<file path="src/rtl/line_point_counter.sv">
// Walks a table of (x, y) word pairs in an external ROM and counts the pairs
// lying on the line SLOPE*x + y == TARGET (mod 2^W), publishing the count with a done strobe.
module line_point_counter #(
  parameter int unsigned W      = 8,
  parameter int unsigned AW     = 4,
  parameter int unsigned SLOPE  = 3,
  parameter int unsigned TARGET = 2,
  parameter int unsigned CW     = 8
) (
  input  logic          clk,
  input  logic          rst,
  input  logic          start,
  output logic [AW-1:0] mem_addr,
  input  logic [W-1:0]  mem_rdata,
  output logic          busy,
  output logic          done,
  output logic [CW-1:0] points
);

  localparam logic [W-1:0]  SlopeW  = W'(SLOPE);
  localparam logic [W-1:0]  TargetW = W'(TARGET);
  localparam logic [CW-1:0] CntMax  = '1;

  typedef enum logic [2:0] {
    StIdle,
    StLoadX,
    StLoadY,
    StCalc,
    StWaitRel
  } state_e;

  state_e        state_q, state_d;
  logic [W-1:0]  x_q, x_d;
  logic [W-1:0]  y_q, y_d;
  logic [CW-1:0] cnt_q, cnt_d;
  logic [AW-1:0] addr_q, addr_d;
  logic          busy_q, busy_d;
  logic          done_q, done_d;
  logic [CW-1:0] points_q, points_d;

  logic [W-1:0]  v;
  logic          hit;

  // W-bit context: the product and sum wrap exactly modulo 2^W.
  always_comb begin
    v   = SlopeW * x_q + y_q;
    hit = (v == TargetW);
  end

  always_comb begin
    state_d  = state_q;
    x_d      = x_q;
    y_d      = y_q;
    cnt_d    = cnt_q;
    addr_d   = addr_q;
    busy_d   = busy_q;
    done_d   = 1'b0;
    points_d = points_q;

    unique case (state_q)
      StIdle: begin
        busy_d = 1'b0;
        if (start) begin
          cnt_d   = '0;
          addr_d  = '0;
          busy_d  = 1'b1;
          state_d = StLoadX;
        end
      end
      StLoadX: begin
        x_d     = mem_rdata;
        addr_d  = addr_q + 1'b1;
        state_d = StLoadY;
      end
      StLoadY: begin
        y_d     = mem_rdata;
        state_d = StCalc;
      end
      StCalc: begin
        if (hit && (cnt_q != CntMax)) begin
          cnt_d = cnt_q + 1'b1;
        end
        if (&addr_q) begin
          state_d = StWaitRel;
        end else begin
          addr_d  = addr_q + 1'b1;
          state_d = StLoadX;
        end
      end
      StWaitRel: begin
        if (!start) begin
          points_d = cnt_q;
          done_d   = 1'b1;
          busy_d   = 1'b0;
          addr_d   = '0;
          state_d  = StIdle;
        end
      end
      default: state_d = StIdle;
    endcase
  end

  always_ff @(posedge clk or posedge rst) begin
    if (rst) begin
      state_q  <= StIdle;
      x_q      <= '0;
      y_q      <= '0;
      cnt_q    <= '0;
      addr_q   <= '0;
      busy_q   <= 1'b0;
      done_q   <= 1'b0;
      points_q <= '0;
    end else begin
      state_q  <= state_d;
      x_q      <= x_d;
      y_q      <= y_d;
      cnt_q    <= cnt_d;
      addr_q   <= addr_d;
      busy_q   <= busy_d;
      done_q   <= done_d;
      points_q <= points_d;
    end
  end

  assign mem_addr = addr_q;
  assign busy     = busy_q;
  assign done     = done_q;
  assign points   = points_q;

endmodule

</file>
<file path="config.mk">
export PLATFORM = sky130hd
export DESIGN_NAME = line_point_counter
export DESIGN_NICKNAME = d
export VERILOG_FILES = /design/src/rtl/line_point_counter.sv
export SDC_FILE = /design/constraint.sdc
export NUM_CORES = 1
export LEC_CHECK = 0
export CAP_MARGIN = 10
export CORE_MARGIN = 3
export CORE_UTILIZATION = 50
export CTS_BUF_LIST = sky130_fd_sc_hd__clkbuf_8 sky130_fd_sc_hd__clkbuf_16
export CTS_CLUSTER_SIZE = 25
export DETAILED_ROUTE_END_ITERATION = 6
export GPL_TIMING_DRIVEN = 0
export PLACE_DENSITY = 0.8
export SYNTH_ARGS = -nofsm -noshare
export SYNTH_HDL_FRONTEND = slang
export SYNTH_SLANG_ARGS = --single-unit
</file>
<file path="constraint.sdc">
create_clock -name clk -period 2.9 [get_ports clk]
set_input_delay 0.87 -clock clk [delete_from_list [all_inputs] [get_ports clk]]
set_output_delay 0.87 -clock clk [all_outputs]
set_load 0.005 [all_outputs]
</file>
# Word level (Yosys, flattened, before mapping)
# Cells that the tools add are included.
# word_totals
register_bits,41
in_bits,11
# op_classes
n_reduce_logical,11
eq_ne,10
n_addsub,3
mux,16
n_mul,1
bitwise,1
# op_table
cell,count
$mux 8,2
$pmux 4 s4,1
$pmux 8 s2,1
$pmux 3 s5,1
$mux 4,3
$mux 3,3
$add 8x1->8 const B,1
$add 8x8->8,1
$eq 8x2->1 const B,1
$mul 2x8->8 const A,1
$ne 2x2->1 const B,4
$ne 8x8->1 const B,1
$reduce_and 4->1,2
$eq 3x2->1 const B,2
$reduce_and 2->1,3
$add 4x1->4 const B,1
$mux 1,4
$reduce_bool 2->1,2
$reduce_bool 4->1,1
$eq 3x1->1 const B,1
$eq 3x3->1 const B,1
$logic_not 3->1,1
$reduce_and 3->1,1
$pmux 1 s2,1
2 further kinds,2

# Depth between registers and ports, before layout
# depth
depth_word,6
depth_mapped,14
depth_no_buf,13

# Least setup slack after synthesis
# Ideal clock, no wire load.
# synth_timing
path_kind,reg2reg
from,register x_q[1]
to,register cnt_q[4]
setup_slack_ns,-0.164
t_required_ns,2.831
setup_ns,0.069
arrival_ns,2.995
period_less_slack_ns,3.064
path_stages_with_launch,15
path_cell_list,dfrtp_1 > inv_1 > fa_1 > inv_1 > ha_1 > inv_1 > fa_1 > nor2b_1 > o31ai_4 > a21oi_1 > xnor2_2 > nand3_2 > buf_6 > or4_1 > nand3_1
# synth_via
elab_chain_len,6
# synth_lines
element,line_no,text
"start, declared",33,"logic [W-1:0] x_q, x_d;"
"start signal, assigned",106,x_q <= '0;
"start signal, assigned",115,x_q <= x_d;
$mul 2x8->8,46,v = SlopeW * x_q + y_q;
$add 8x8->8,46,
$eq 8x2->1,47,hit = (v == TargetW);
$logic_and 1x1->1,80,if (hit && (cnt_q != CntMax)) begin
$ne 2x2->1 (no line),n/a,
$reduce_and 3->1 (no line),n/a,
"end signal, assigned",117,cnt_q <= cnt_d;
"end, declared",35,"logic [CW-1:0] cnt_q, cnt_d;"
# No other way between the ends.
# A chain may end at the register's enable or synchronous reset.

# Worst setup path in the final report
# layout_timing
from,register x_q[0]
to,register cnt_q[3]
# The elaborated chain is that of the path after synthesis.

==> results.py <==
metrics = {
    "run_status": {
        "outcome": "finished, violations left",
        "violations": "negative setup slack",
    },
    "logic_synthesis": {
        "synth.area.top_cells": "dfrtp_1 45%, mux2_2 11%, fa_1 6.2%",
        "synth_cell_types": 43,
        "synth_warnings": 0,
        "yosysTopAreaCellShare_pct": 45.2,
        "yosysTopAreaCell": "dfrtp_1",
        "syn_inst": 204,
        "ys_seq_area_share_pct": 45.2,
        "async_flop_share_pct": 100,
        "ys_seq_elements": 41,
        "syn-num-nets": 231,
        "synth-edff-count": 0,
        "syn_area_mm2": 0.00227,
        "avgSynthCellArea_um2": 11.1,
        "ys.flop_type": "dfrtp_1",
    },
    "timing": {
        "max_freq_ghz": 0.329,
        "finalClockSkew_ns": 0.00343,
        "timing_worst_slew_pin_value_ns": 0.861,
        "setup_slack_ns": -0.142,
        "setup_viol": 8,
        "slew_headroom_pct": 42.5,
        "fin_crit_sh_pct": 105,
        "rsz0062_at_grt": "true",
        "hold_violations": 0,
        "slew_violations": 0,
        "fin_crit_ns": 3.04,
    },
    "worst_setup_path": {
        "crit_type": "reg2reg",
        "endpoint_kind": "flip-flop",
        "required_ns": 3.13,
        "critPathTopFamily": "adder cells",
        "crit_chain": "inv_1, fa_1, inv_2, ha_4, inv_2, fa_2, nand2_2, nor3_2, o21ai_1, a211oi_2, nand3_2, buf_6, or4_4, nand3_2",
        "crit_path_start_kind": "flip-flop",
        "path_buf_inv": 4,
        "arrival_ns": 3.27,
        "max_stage_delay_ns": 0.52,
        "slowest_stage": "fa_2",
        "crit_fanout": 8,
    },
    "floorplan": {
        "die_w_um": 73.4,
        "dieArea_mm2": 0.00539,
        "core-area_mm2": 0.00420,
        "dieHeight_um": 73.4,
        "rows": 23,
        "start_util_pct": 54.1,
        "io_pins": 25,
    },
    "power_and_ir_drop": {
        "leakage_nw": 1.20,
        "peakVddDrop_v": 0.000917,
        "switchingPower_mw": 1.63,
        "p_int_mw": 2.07,
        "power_frac_comb_pct": 63.9,
        "p_sw_share_pct": 44.0,
        "powerDensity_mw_per_mm2": 1330,
        "power_mw": 3.70,
        "pwr-share-seq_pct": 25.8,
        "clock_power_share_pct": 10.3,
    },
    "final_layout": {
        "final_cell_mix": "41 x dfrtp_1, 24 x clkdlybuf4s50_1, 21 x mux2_2",
        "seqCellArea_mm2": 0.00103,
        "final_common_cell": "dfrtp_1",
        "insertedDiodeCount": 0,
        "fin_nets": 268,
        "layout-drive-gt1-share_pct": 26.1,
        "multiInputGateArea_mm2": 0.00123,
        "area_growth_pct": 22.1,
        "final_area_mm2": 0.00277,
        "fillers": 323,
        "post-route-util_pct": 66.0,
    },
    "placement": {
        "place_hpwl_mm": 2.97,
        "numPortBuffers": 24,
        "dpl_cell_area_mm2": 0.00258,
        "gp_congestion": 0.794,
    },
    "detailed_routing": {
        "wl_met1_mm": 1.97,
        "first_pass_iters": 4,
        "met2_length_mm": 2.07,
        "vias": 1619,
        "via_per_inst": 5.56,
        "avgRoutedWirePerCell_um": 14.5,
        "met3_length_um": 118,
        "first_iter_violations": 77,
        "drc": 0,
        "highest_layer": "met4",
        "ant_nets": 0,
        "routed_wirelength_mm": 4.23,
    },
    "cts": {
        "clk_root_buffer_cell": "clkbuf_8",
        "clkLatencyLatePin_ns": 0.29,
        "cts_made_buffers": 5,
        "clk_pin_slew_worst_paths_ns": 0.08,
        "cts_buffer_depth": 2,
        "tritoncts_num_sinks": 41,
        "holdBufCountCts": 0,
        "h-tree-depth": 2,
        "cts_tree": "yes",
    },
    "global_routing": {
        "grt_use_total_pct": 17.8,
        "overflow": 0,
        "antenna_found_initial": 0,
        "grt_pass1_vias": 1693,
        "grt_pass1_wl_mm": 7.47,
        "grt_max_degree": 42,
    },
    "run": {
        "maxCapViolations": 0,
    },
    "worst_hold_path": {
        "hp-class": "reg2reg",
    },
}
worst paths after layout:
| path | cells past startpoint | endpoint | start | slack, ns |
|---|---|---|---|---|
| setup / recovery | 14 | cnt_q[3]$_DFFE_PP0P_ | x_q[0]$_DFFE_PP0P_ | -0.14 |
| hold / removal | 2 | busy$_DFFE_PP0P_ | busy$_DFFE_PP0P_ | 0.50 |
| setup reg to reg | 14 | cnt_q[3]$_DFFE_PP0P_ | x_q[0]$_DFFE_PP0P_ | -0.14 |
| hold reg to reg | 2 | busy$_DFFE_PP0P_ | busy$_DFFE_PP0P_ | 0.50 |
| max in group asynchronous | 2 | cnt_q[3]$_DFFE_PP0P_ | rst | 1.29 |
| min in group asynchronous | 2 | y_q[3]$_DFFE_PP0P_ | rst | 1.08 |
power groups by stage:
stage	Clock (mW)	Sequential [mW]	Combinational, mW
after floorplan	0	0.925	1.80
after global placement	0	0.954	2.11
after detailed placement	0	0.965	2.18
after CTS	0.390	0.954	2.26
after global routing	0.417	0.990	2.62
final	0.381	0.956	2.36
area by class of cell:
class	count	share of cell area, %
multi-input combinational	145	44.4
buffer	6	1.13
clock buffer	6	2.98
tap	50	2.26
clock inverter	1	0.271
inverter	12	1.62
sequential	41	37.0
timing repair buffer	30	10.3
per-layer routing:
layer	track usage (%)	vias to the layer above
li1	-	788
met5	0	-
met4	6.64	0
met1	22.0	799
met3	4.10	6
met2	30.3	26
through the flow:
stage                     hold slack, ns  cells  setup TNS, ns  setup slack [ns]
after detailed placement           0.493    278          -1.03            -0.212
after floorplan                    0.485    204              0           0.00264
after CTS                          0.510    290          -1.11            -0.189
after global placement             0.490    278         -0.825            -0.172
after global routing               0.523    291          -1.48            -0.233
final                              0.503    291         -0.691            -0.142
what timing repair did:
action,4_1_cts,5_1_grt
resized for setup,3,10
pin swaps,5,3
buffers inserted,5,1
endpoints found under the setup margin,8,8
cell usage after synthesis, types with 2 or more instances:
| cell | n |
|---|---|
| a21oi_1 | 4 |
| o21bai_1 | 2 |
| a21o_1 | 3 |
| mux2_2 | 22 |
| xnor2_1 | 5 |
| nor3_1 | 3 |
| or4_1 | 4 |
| fa_1 | 7 |
| dfrtp_1 | 41 |
| nand3_1 | 13 |
| o211ai_1 | 4 |
| inv_1 | 12 |
| clkbuf_1 | 3 |
| and2_1 | 2 |
| ha_1 | 9 |
| o21ai_0 | 10 |
| nand2_1 | 18 |
| o41ai_1 | 2 |
| nand4_1 | 2 |
| o31a_1 | 2 |
| nor2b_1 | 3 |
| nor2_1 | 12 |
flip-flops by register name, summed over array words and instances, names as in the netlist:
signal / flops
mem_addr: 4
x_q: 8
done: 1
state_q: 3
y_q: 8
points: 8
cnt_q: 8
busy: 1
kinds of logic (layout without fill, tap and decap cells):
| family | count (synthesis) | in the layout | share of synthesized area, % |
|---|---|---|---|
| multiplexers | 23 | 23 | 11.3 |
| flip-flops | 41 | 41 | 45.2 |
| XOR/XNOR | 8 | 8 | 3.75 |
| AO/OA/AOI/OAI | 36 | 36 | 11.5 |
| adder cells (fa/ha/maj) | 16 | 16 | 11.1 |
| buffers and inverters | 18 | 55 | 3.36 |
| AND/OR/NAND/NOR | 62 | 62 | 13.7 |
worst reg2reg max path: cells and delay by family (launching register included):
| family | cells | cell delay (ns) |
|---|---|---|
| AOI/OAI and AO/OA | 2 | 0.33 |
| DFF | 1 | 0.36 |
| buffers and inverters | 4 | 0.35 |
| adders and majority gates | 3 | 1.14 |
| and+or+nand+nor | 5 | 0.82 |
Power figures use the tool's default switching activity.
==> RTL edit: new RTL, same flow settings <==
Set the parameter `AW` to 6 (it was 4).
--- a/src/rtl/line_point_counter.sv
+++ b/src/rtl/line_point_counter.sv
@@ -2,7 +2,7 @@
 // lying on the line SLOPE*x + y == TARGET (mod 2^W), publishing the count with a done strobe.
 module line_point_counter #(
   parameter int unsigned W      = 8,
-  parameter int unsigned AW     = 4,
+  parameter int unsigned AW     = 6,
   parameter int unsigned SLOPE  = 3,
   parameter int unsigned TARGET = 2,
   parameter int unsigned CW     = 8
Ports: changed (resized mem_addr); port bits go from 25 to 27. No check against the original RTL was run, so the function may have changed too.
==> RTL edit against the unedited design <==
- the flow still finishes with violations (negative setup slack)
- clock power decreased by 5.5%
- non-clock buffer count rose by 4
- area after synthesis up 5.2%
- via count is 8.2% higher
- count of clock-buffer cells in the layout down 1
- clock skew up 6.7 ps
- sequential cell count is 2 higher
- worst setup slack worse by 54 ps
- final area increased by 4.5%
- largest cell class unchanged
- die area increased by 4.7%
- total power rose by 3.1%
- critical endpoint unchanged
- routed wire length grew 3.4%
==> RTL edit: results (changes against the unedited design) <==
stage;metric;value;unit;change
timing;Fin Setup TNS;-1080;ps;was -691 ps
yosys;post-synth top area share;0.450;;was 0.452
place;GP Congestion;0.837;;was 0.794
timing;Worst Setup Slack, final;-196;ps;was -142 ps
yosys;Seq/Total Area, Yosys;0.450;;was 0.452
run_status;status;complete, but fails checks;;unchanged
finish;fill count;359;;was 323
global_routing;gr usage total;0.172;;was 0.178
route;via/cell ratio;5.69;;was 5.56
yosys;mux cell area share after synthesis;0.103;;was 0.113
finish;# nets final;282;;was 268
global_routing;largest net degree at the start of global routing;44;;was 42
run_status;failing checks;negative setup slack;;unchanged
timing;Slew HR;0.414;;was 0.425
critical_path;FF-to-FF path depth;12;;was 14
yosys;Synth area leaders;dfrtp_1, mux2_2, fa_1, ha_1, o21ai_0;;was dfrtp_1, mux2_2, fa_1, ha_1, nand2_1
yosys;Syn Nets;241;;was 231
timing;Final Skew;10.1;ps;was 3.43 ps
yosys;XOR/XNOR Fraction of Synth Area;0.0435;;was 0.0375
timing;final setup violation count;8;;unchanged
place;DP HPWL;3.06;mm;was 2.97 mm
power_and_ir_drop;total leakage power;1.23;nW;was 1.20 nW
yosys;top cell types by occurrence after synthesis;dfrtp_1, mux2_2, nand2_1, o21ai_0, nor2_1;;was dfrtp_1, mux2_2, nand2_1, nand3_1
place;IO Port Bufs;26;;was 24
finish;layout cells sized above 1;0.227;;was 0.261
yosys;Post-Synth Adder-Cell Area;0.106;;was 0.111
yosys;Yosys cell types;45;;was 43
RTL edit: what timing repair did:
item / 4_1_cts / 5_1_grt
buffers inserted: 5 / 3
hold buffers: 0 / 0
setup endpoints to repair: 8 / 8
gates resized for setup: 3 / 7
pin swaps: 4 / 4
RTL edit: worst min path at each step:
stage                     end       from  slack [ps]  cells after the start
global route        points[3]  points[3]         530                      1
finish              points[3]  points[3]         510                      1
CTS                      busy       busy         510                      1
detailed placement       busy       busy         490                      1
global placement         busy       busy         490                      1
floorplan            cnt_q[6]   cnt_q[6]         470                      1
RTL edit: per-layer routing:
layer | routed length, um | GRT usage | part of all wire
met5 | 0 | 0 | 0
met4 | 43 | 0.0692 | 0.0098
met3 | 230 | 0.0467 | 0.053
met2 | 2140 | 0.278 | 0.49
met1 | 1960 | 0.219 | 0.45
RTL edit: power breakdown:
part	internal [W]	switching, W
registers	0.000787	0.000166
clock network	0.000162	0.000198
logic	0.00113	0.00137
RTL edit: area by class of cell:
class | count | area share
flip-flops and latches | 43 | 0.371
clock inverters | 3 | 0.00432
inverters | 8 | 0.0104
well taps | 52 | 0.0225
plain buffers | 6 | 0.00821
multi-input cells | 157 | 0.448
clock buffers | 5 | 0.0238
repair buffers | 34 | 0.112
RTL edit: logic make-up (layout without fill, tap and decap cells):
kind of cell | after synthesis | after routing
xor gates and xnor gates | 8 | 8
muxes | 22 | 22
DFF | 43 | 43
AOI/OAI and AO/OA | 46 | 46
adders and majority gates | 16 | 16
buffers and inverters | 14 | 56
and+or+nand+nor | 65 | 65
RTL edit: critical path, stage by stage (launching register included):
cell      delay (ps)
dfrtp_1          370
inv_2             50
fa_1             500
inv_2             80
ha_4             130
inv_2             30
fa_2             500
nand3_1           70
a311o_1          310
a211oi_4         230
nand3_4          140
or4_1            530
nand3_1           80
RTL edit: stage by stage:
step / hold slack, ps / cell area (sq um) / std cells / worst slack (ps) / power (W)
final: 508 / 2900 / 308 / -196 / 0.00381
after global routing: 529 / 2900 / 308 / -294 / 0.00418
after CTS: 511 / 2850 / 305 / -235 / 0.00381
after detailed placement: 493 / 2720 / 292 / -312 / 0.00337
after global placement: 485 / 2720 / 292 / -248 / 0.00329
after floorplan: 473 / 2390 / 214 / -119 / 0.00293
